--- config.mk ---
export PLATFORM = sky130hd
export DESIGN_NAME = matrix_add_sequencer
export DESIGN_NICKNAME = d
export VERILOG_FILES = /design/src/rtl/matrix_add_sequencer.sv
export SDC_FILE = /design/constraint.sdc
export NUM_CORES = 1
export LEC_CHECK = 0
export BUFFER_PORTS_ARGS = -buffer_cell sky130_fd_sc_hd__buf_2
export CELL_PAD_IN_SITES_DETAIL_PLACEMENT = 0
export CELL_PAD_IN_SITES_GLOBAL_PLACEMENT = 2
export CORE_UTILIZATION = 33
export CTS_CLUSTER_SIZE = 30
export DETAILED_ROUTE_END_ITERATION = 8
export GPL_TIMING_DRIVEN = 0
export PLACE_DENSITY = 0.94
export SYNTH_ARGS = -nofsm -noshare
export SYNTH_HDL_FRONTEND = slang
export SYNTH_SLANG_ARGS = --single-unit
--- constraint.sdc ---
create_clock -name clk -period 7.75 [get_ports clk]
set_clock_uncertainty 0.05 [all_clocks]
set_input_delay 1.55 -clock clk [delete_from_list [all_inputs] [get_ports clk]]
set_output_delay 1.55 -clock clk [all_outputs]
set_load 0.01 [all_outputs]
--- src/rtl/matrix_add_sequencer.sv ---
// Element-wise N x N matrix adder time-multiplexed onto one shared W-bit adder.
// Optional SAT_ADD_EN: saturate each element sum at 2^W-1 instead of wrapping.
module matrix_add_sequencer #(
  parameter int unsigned N = 2,
  parameter int unsigned W = 8
) (
  input  logic             clk,
  input  logic             rst,
  input  logic             in_valid,
  output logic             in_ready,
  input  logic [N*N*W-1:0] a_in,
  input  logic [N*N*W-1:0] b_in,
  output logic             out_valid,
  input  logic             out_ready,
  output logic [N*N*W-1:0] c_out,
  output logic             carry,
  output logic             busy
);

  localparam int unsigned NN = N * N;
  localparam int unsigned KW = (NN > 1) ? $clog2(NN) : 1;

  typedef enum logic [1:0] {
    IDLE = 2'd0,
    RUN  = 2'd1,
    DONE = 2'd2
  } state_t;

  state_t              state_q, state_d;
  logic [NN*W-1:0]     a_q, a_d;
  logic [NN*W-1:0]     b_q, b_d;
  logic [NN*W-1:0]     c_q, c_d;
  logic                carry_q, carry_d;
  logic [KW-1:0]       k_q, k_d;

  logic [W-1:0]        a_sel, b_sel, res;
  logic [W:0]          sum;

  // Element k sits at bits [(NN-1-k)*W +: W]; the loop builds a constant-select mux.
  always_comb begin
    a_sel = '0;
    b_sel = '0;
    for (int unsigned i = 0; i < NN; i++) begin
      if (k_q == KW'(i)) begin
        a_sel = a_q[(NN-1-i)*W +: W];
        b_sel = b_q[(NN-1-i)*W +: W];
      end
    end
    sum = {1'b0, a_sel} + {1'b0, b_sel};
`ifdef SAT_ADD_EN
    res = sum[W] ? '1 : sum[W-1:0];
`else
    res = sum[W-1:0];
`endif
  end

  always_comb begin
    state_d = state_q;
    a_d     = a_q;
    b_d     = b_q;
    c_d     = c_q;
    carry_d = carry_q;
    k_d     = k_q;
    case (state_q)
      IDLE: begin
        if (in_valid) begin
          a_d     = a_in;
          b_d     = b_in;
          carry_d = 1'b0;
          k_d     = '0;
          state_d = RUN;
        end
      end
      RUN: begin
        for (int unsigned i = 0; i < NN; i++) begin
          if (k_q == KW'(i)) c_d[(NN-1-i)*W +: W] = res;
        end
        carry_d = carry_q | sum[W];
        if (k_q == KW'(NN - 1)) state_d = DONE;
        else                    k_d = k_q + 1'b1;
      end
      DONE: begin
        if (out_ready) state_d = IDLE;
      end
      default: state_d = IDLE;
    endcase
  end

  always_ff @(posedge clk) begin
    if (rst) begin
      state_q <= IDLE;
      a_q     <= '0;
      b_q     <= '0;
      c_q     <= '0;
      carry_q <= 1'b0;
      k_q     <= '0;
    end else begin
      state_q <= state_d;
      a_q     <= a_d;
      b_q     <= b_d;
      c_q     <= c_d;
      carry_q <= carry_d;
      k_q     <= k_d;
    end
  end

  assign in_ready  = (state_q == IDLE);
  assign out_valid = (state_q == DONE);
  assign busy      = (state_q == RUN);
  assign c_out     = c_q;
  assign carry     = carry_q;

endmodule

Word level (Yosys, flattened, before mapping)
Cells that the tools add are included.
Storage, ports and cells
  register bits after elaboration: 101
  output and inout bits: 36
  input port bits: 68
  bits in writable memories: 0
  memory bits (read-only): 0
  latch bits: 0
  word-level logic and storage cells: 49
  memories kept: 0
Cells by class
  multiplexer cells: 17
  equal/unequal tests: 9
  multiply operators: 0
  add/sub/neg operators: 2
  bitwise operators: 1
  order comparisons: 0
  reductions and logical operators: 11
  div/mod/pow operators: 0
  shift-type cells: 0
Operator list (number)
  $mux 8: 8
  $reduce_and 2->1: 6
  $mux 2: 5
  $add 8x8->9: 1
  $eq 2x2->1 const B: 3
  $pmux 2 s3: 1
  $reduce_and 3->1: 2
  $eq 2x1->1 const B: 2
  $logic_not 2->1: 2
  $ne 2x1->1 const B: 2
  $ne 2x2->1 const B: 2
  $pmux 2 s2: 1
  $add 2x1->2 const B: 1
  $pmux 1 s2: 1
  $reduce_bool 2->1: 1
  $mux 1: 1
  $or 1x1->1: 1

Logic depth before layout (Yosys ltp)
  depth in word-level cells: 8
  depth in mapped cells: 14
  depth with buffers taken out: 12

Worst setup path after synthesis
Ideal clock, no wire load.
  path type: reg-to-reg
  start point: register k_q[0]
  end point: register c_q[14] (netlist: c_out[14])
  buffers on the path: 2
  cell stages (with the launch flop): 14
  arrival: 2778 ps
  library setup time: 122 ps
  period minus slack after synthesis: 2950 ps
  required time: 7578 ps
  setup slack: 4800 ps
  cells stage by stage: dfxtp_1 > inv_1 > ha_1 > clkbuf_1 > clkbuf_1 > a21oi_1 > a21oi_1 > o21ai_0 > ha_1 > fa_1 > a211o_1 > a2111o_1 > o211ai_2 > o21ai_1
Between the ends
  word-level cells in the longest chain between the ends: 6
  elaborated cells between the ends (all ways): 14
  those cells by class: add/sub (1); eq/ne (3); mux (8); reduce/logical (2)
Ends and longest elaborated chain
  start, declared: line 34  | logic [KW-1:0] k_q, k_d;
  start signal, assigned: line 103  | k_q <= k_d;
  $logic_not 2->1: line 44  | if (k_q == KW'(i)) begin
  $mux 8 (4 in a row): line 44
  $add 8x8->9: line 49  | sum = {1'b0, a_sel} + {1'b0, b_sel};
  end signal, assigned: line 94  | c_q <= '0;
  end signal, assigned: line 101  | c_q <= c_d;
  end, declared: line 32  | logic [NN*W-1:0] c_q, c_d;
Several ways; a longest one is shown, not always the timed one.
A chain may end at the register's enable or synchronous reset.

Final worst setup path
  start point: register k_q[1]
  end point: register c_q[30] (netlist: c_out[30])
Between the ends
  word-level cells in the longest chain between the ends: 6
  elaborated cells between the ends (all ways): 14
  those cells by class: add/sub (1); eq/ne (3); mux (8); reduce/logical (2)
Ends and longest elaborated chain (line)
  $logic_not 2->1: 44, 76
  $mux 8 (4 in a row): 44
  $add 8x8->9: 49
Several ways; a longest one is shown, not always the timed one.

==> results.md <==
* RR Endpoint: c_out[30]
* Inserted Diodes at 0
* Sinks on the clock net at 101
* Syn Nets at 664
* P per Cell Area at 207 nW/um^2
* Status: finished, final reports clean
* R2R Path Start: k_q[1]
* Final weighted congestion in routability-driven placement at 0.901
* GRT Total Usage at 19.1%
* Post-route antenna net violation count at 0
* Hold Path Class: reg -> reg
* Maximum clock rate at 284 MHz
* Synth async-reset ratio at 0%
* Nets at 778
* Synthesized area at 4520 um^2
* Initial Util at 34.0%
* Vias post-DR at 4,338
* Vias in the first global route at 4,110
* Clock tree buffer depth at 2
* Final Cycle Share at 45.5%
* Clock Pin Slew Worst Setup and Hold Paths at 0.07 ns
* WL per Instance at 14.9 um
* Core area at 13,300 um^2
* Max Slew Vio Count at 0
* Worst hold path stage count at 2
* Die Height at 119 um
* Synth area leader: dfxtp_1
* Post-Synthesis Cells at 583
* Ys flop type: dfxtp_1
* Multi-input combinational cell area at 2270 um^2
* Die width at 119 um
* R2R Setup Slk at 4.23 ns
* Total gr overflow at 0
* Total of max-cap violations at 0
* Critical Path Start Type: flop
* Setup Slack @ Placement at 4.27 ns
* Drt via density at 4.94
* Peak VDD IR at 101 uV
* Commonest cells after routing, fill and taps aside: 188 x nand2_1, 113 x a21oi_1, 109 x buf_2
* DRT Pass-1 Iters at 4
* Area Growth Syn to Fin at 22.6%
* Sum Neg Setup Slack at 0 ns
* Yosys Warn Count at 0
* Worst hold start: c_out[24]
* Placed Cells at 862
* Row count at 42
* Residual DRC at 0
* Worst setup EP type: flop
* Final WL at 13,100 um
* Final setup fails at 0
* Crit-path max FO at 10
* Minimum clock period at 3.52 ns
* Final hold vios at 0
* Layout Utilization at 41.7%
* Area share of the largest cell type after synthesis at 44.7%
* Register area at 2020 um^2
* H-Tree Depth at 3
* Filler cells at 1,398
* Crit path kind: reg -> reg
* Post-synth EDFFs at 0
* Skew-Pair Late Insertion Delay at 0.35 ns
* First-pass GRT wire length at 20,900 um
* Worst hold endpoint: c_out[24]
* Top post-synthesis cells by area: dfxtp_1 45%, nand2_1 16%, a21oi_1 13%
* Syn_area_per_cell at 7.75 um^2
* Post-route worst setup slack at 4.23 ns
* DR iter-0 viols at 357
* Antenna violations before repair at 0
* WP data required at 7.93 ns
* Leakage at 2.24 nW
* Root Buffer: clkbuf_16
* R2R depth at 13
* IO buf count at 103
* PostCTS Resize Cnt at 0
* Largest net degree at the start of global routing at 17
* Arrival @ worst endpoint at 3.71 ns
* Fin cells at 878
* CTS tree: yes
* Register area share after synthesis at 44.7%
* Netlist cell types at 38
* Commonest non-fill, non-tap cell in the layout: nand2_1
* Clock buffer count from CTS at 9
* DP HPWL at 10,100 um
* Share of layout cells above drive strength 1 at 20.8%
* Slew @ Worst Pin at 0.605 ns
* Slew headroom at 59.7%
* Number of setup buffers added after CTS at 0
* Flops & latches, synth at 101
* # IOs at 104
* Die area at 14,200 um^2
* RSZ-0062 raised after global routing: false
* CTS Hold Bufs at 0
==> logic make-up after synthesis <==
family | after synthesis | synth area share, %
adder cells (fa/ha/maj) | 13 | 3.76
AND/OR/NAND/NOR | 250 | 24.6
XOR/XNOR | 3 | 0.581
AO/OA/AOI/OAI | 172 | 21.0
buffers and inverters | 43 | 5.15
flip-flops | 101 | 44.7
multiplexers | 1 | 0.249
==> per-stage QoR <==
step	hold slack [ns]	total power [mW]	cell area, um^2
global placement	0.392	0.726	5260
global route	0.434	1.20	5540
detailed placement	0.398	0.729	5260
finish	0.403	1.15	5540
CTS	0.406	1.16	5540
floorplan	0.386	0.668	4520
==> power breakdown <==
part / leakage, nW / switching (mW) / internal, mW
Sequential: 0.824 / 0.0151 / 0.543
Clock: 0.141 / 0.195 / 0.235
Combinational: 1.27 / 0.0974 / 0.0641
==> critical path: stages, from the launching register on <==
cell,delay (ns)
dfxtp_1,0.34
inv_1,0.08
ha_1,0.28
clkbuf_1,0.41
nand3b_1,0.19
a21oi_1,0.07
a21oi_1,0.16
o21ai_0,0.12
ha_1,0.28
fa_1,0.44
a211o_1,0.34
a2111o_1,0.39
o211ai_2,0.13
o21ai_1,0.11
==> cell usage after synthesis, types with 3 or more instances <==
| master | count |
|---|---|
| nand2_1 | 188 |
| a211oi_1 | 6 |
| o21ai_0 | 26 |
| nand2b_1 | 5 |
| buf_4 | 5 |
| buf_6 | 6 |
| dfxtp_1 | 101 |
| ha_1 | 12 |
| nand3b_1 | 32 |
| nor2_1 | 9 |
| nand3_1 | 4 |
| o21ai_1 | 10 |
| inv_1 | 3 |
| a21oi_1 | 113 |
| and2_2 | 4 |
| clkbuf_1 | 23 |
| buf_2 | 6 |
==> routing by layer <==
layer | routed length, um | vias up | global-route usage [%]
met2 | 5910 | 118 | 31.4
met4 | 214 | 0 | 5.78
met1 | 6240 | 1996 | 25.0
li1 | - | 2206 | -
met5 | 0 | - | 0
met3 | 753 | 18 | 3.93
==> state kept, by name (all words and copies together) (netlist names) <==
| name | count |
|---|---|
| b_q | 32 |
| carry | 1 |
| state_q | 2 |
| c_out | 32 |
| a_q | 32 |
| k_q | 2 |
==> worst max-delay path by stage <==
stage / start / endpoint / slack, ns / cells after the start
3_5_place_dp: k_q[0] / c_out[30] / 4.27 / 13
4_1_cts: k_q[0] / c_out[30] / 4.25 / 13
6_report: k_q[1] / c_out[30] / 4.23 / 13
2_1_floorplan: k_q[0] / c_out[14] / 4.80 / 13
5_1_grt: k_q[1] / c_out[13] / 3.92 / 12
3_3_place_gp: k_q[1] / c_out[22] / 4.34 / 13
==> final cells by class <==
cell class                 count  share of cell area, %
multi-input combinational    439                   40.9
buffer                        40                   3.99
clock buffer                  11                   4.56
inverter                       3                  0.203
timing repair buffer         103                   9.30
tap                          176                   3.97
sequential                   101                   36.5
clock inverter                 5                  0.632
(Power assumes the default switching activity.)
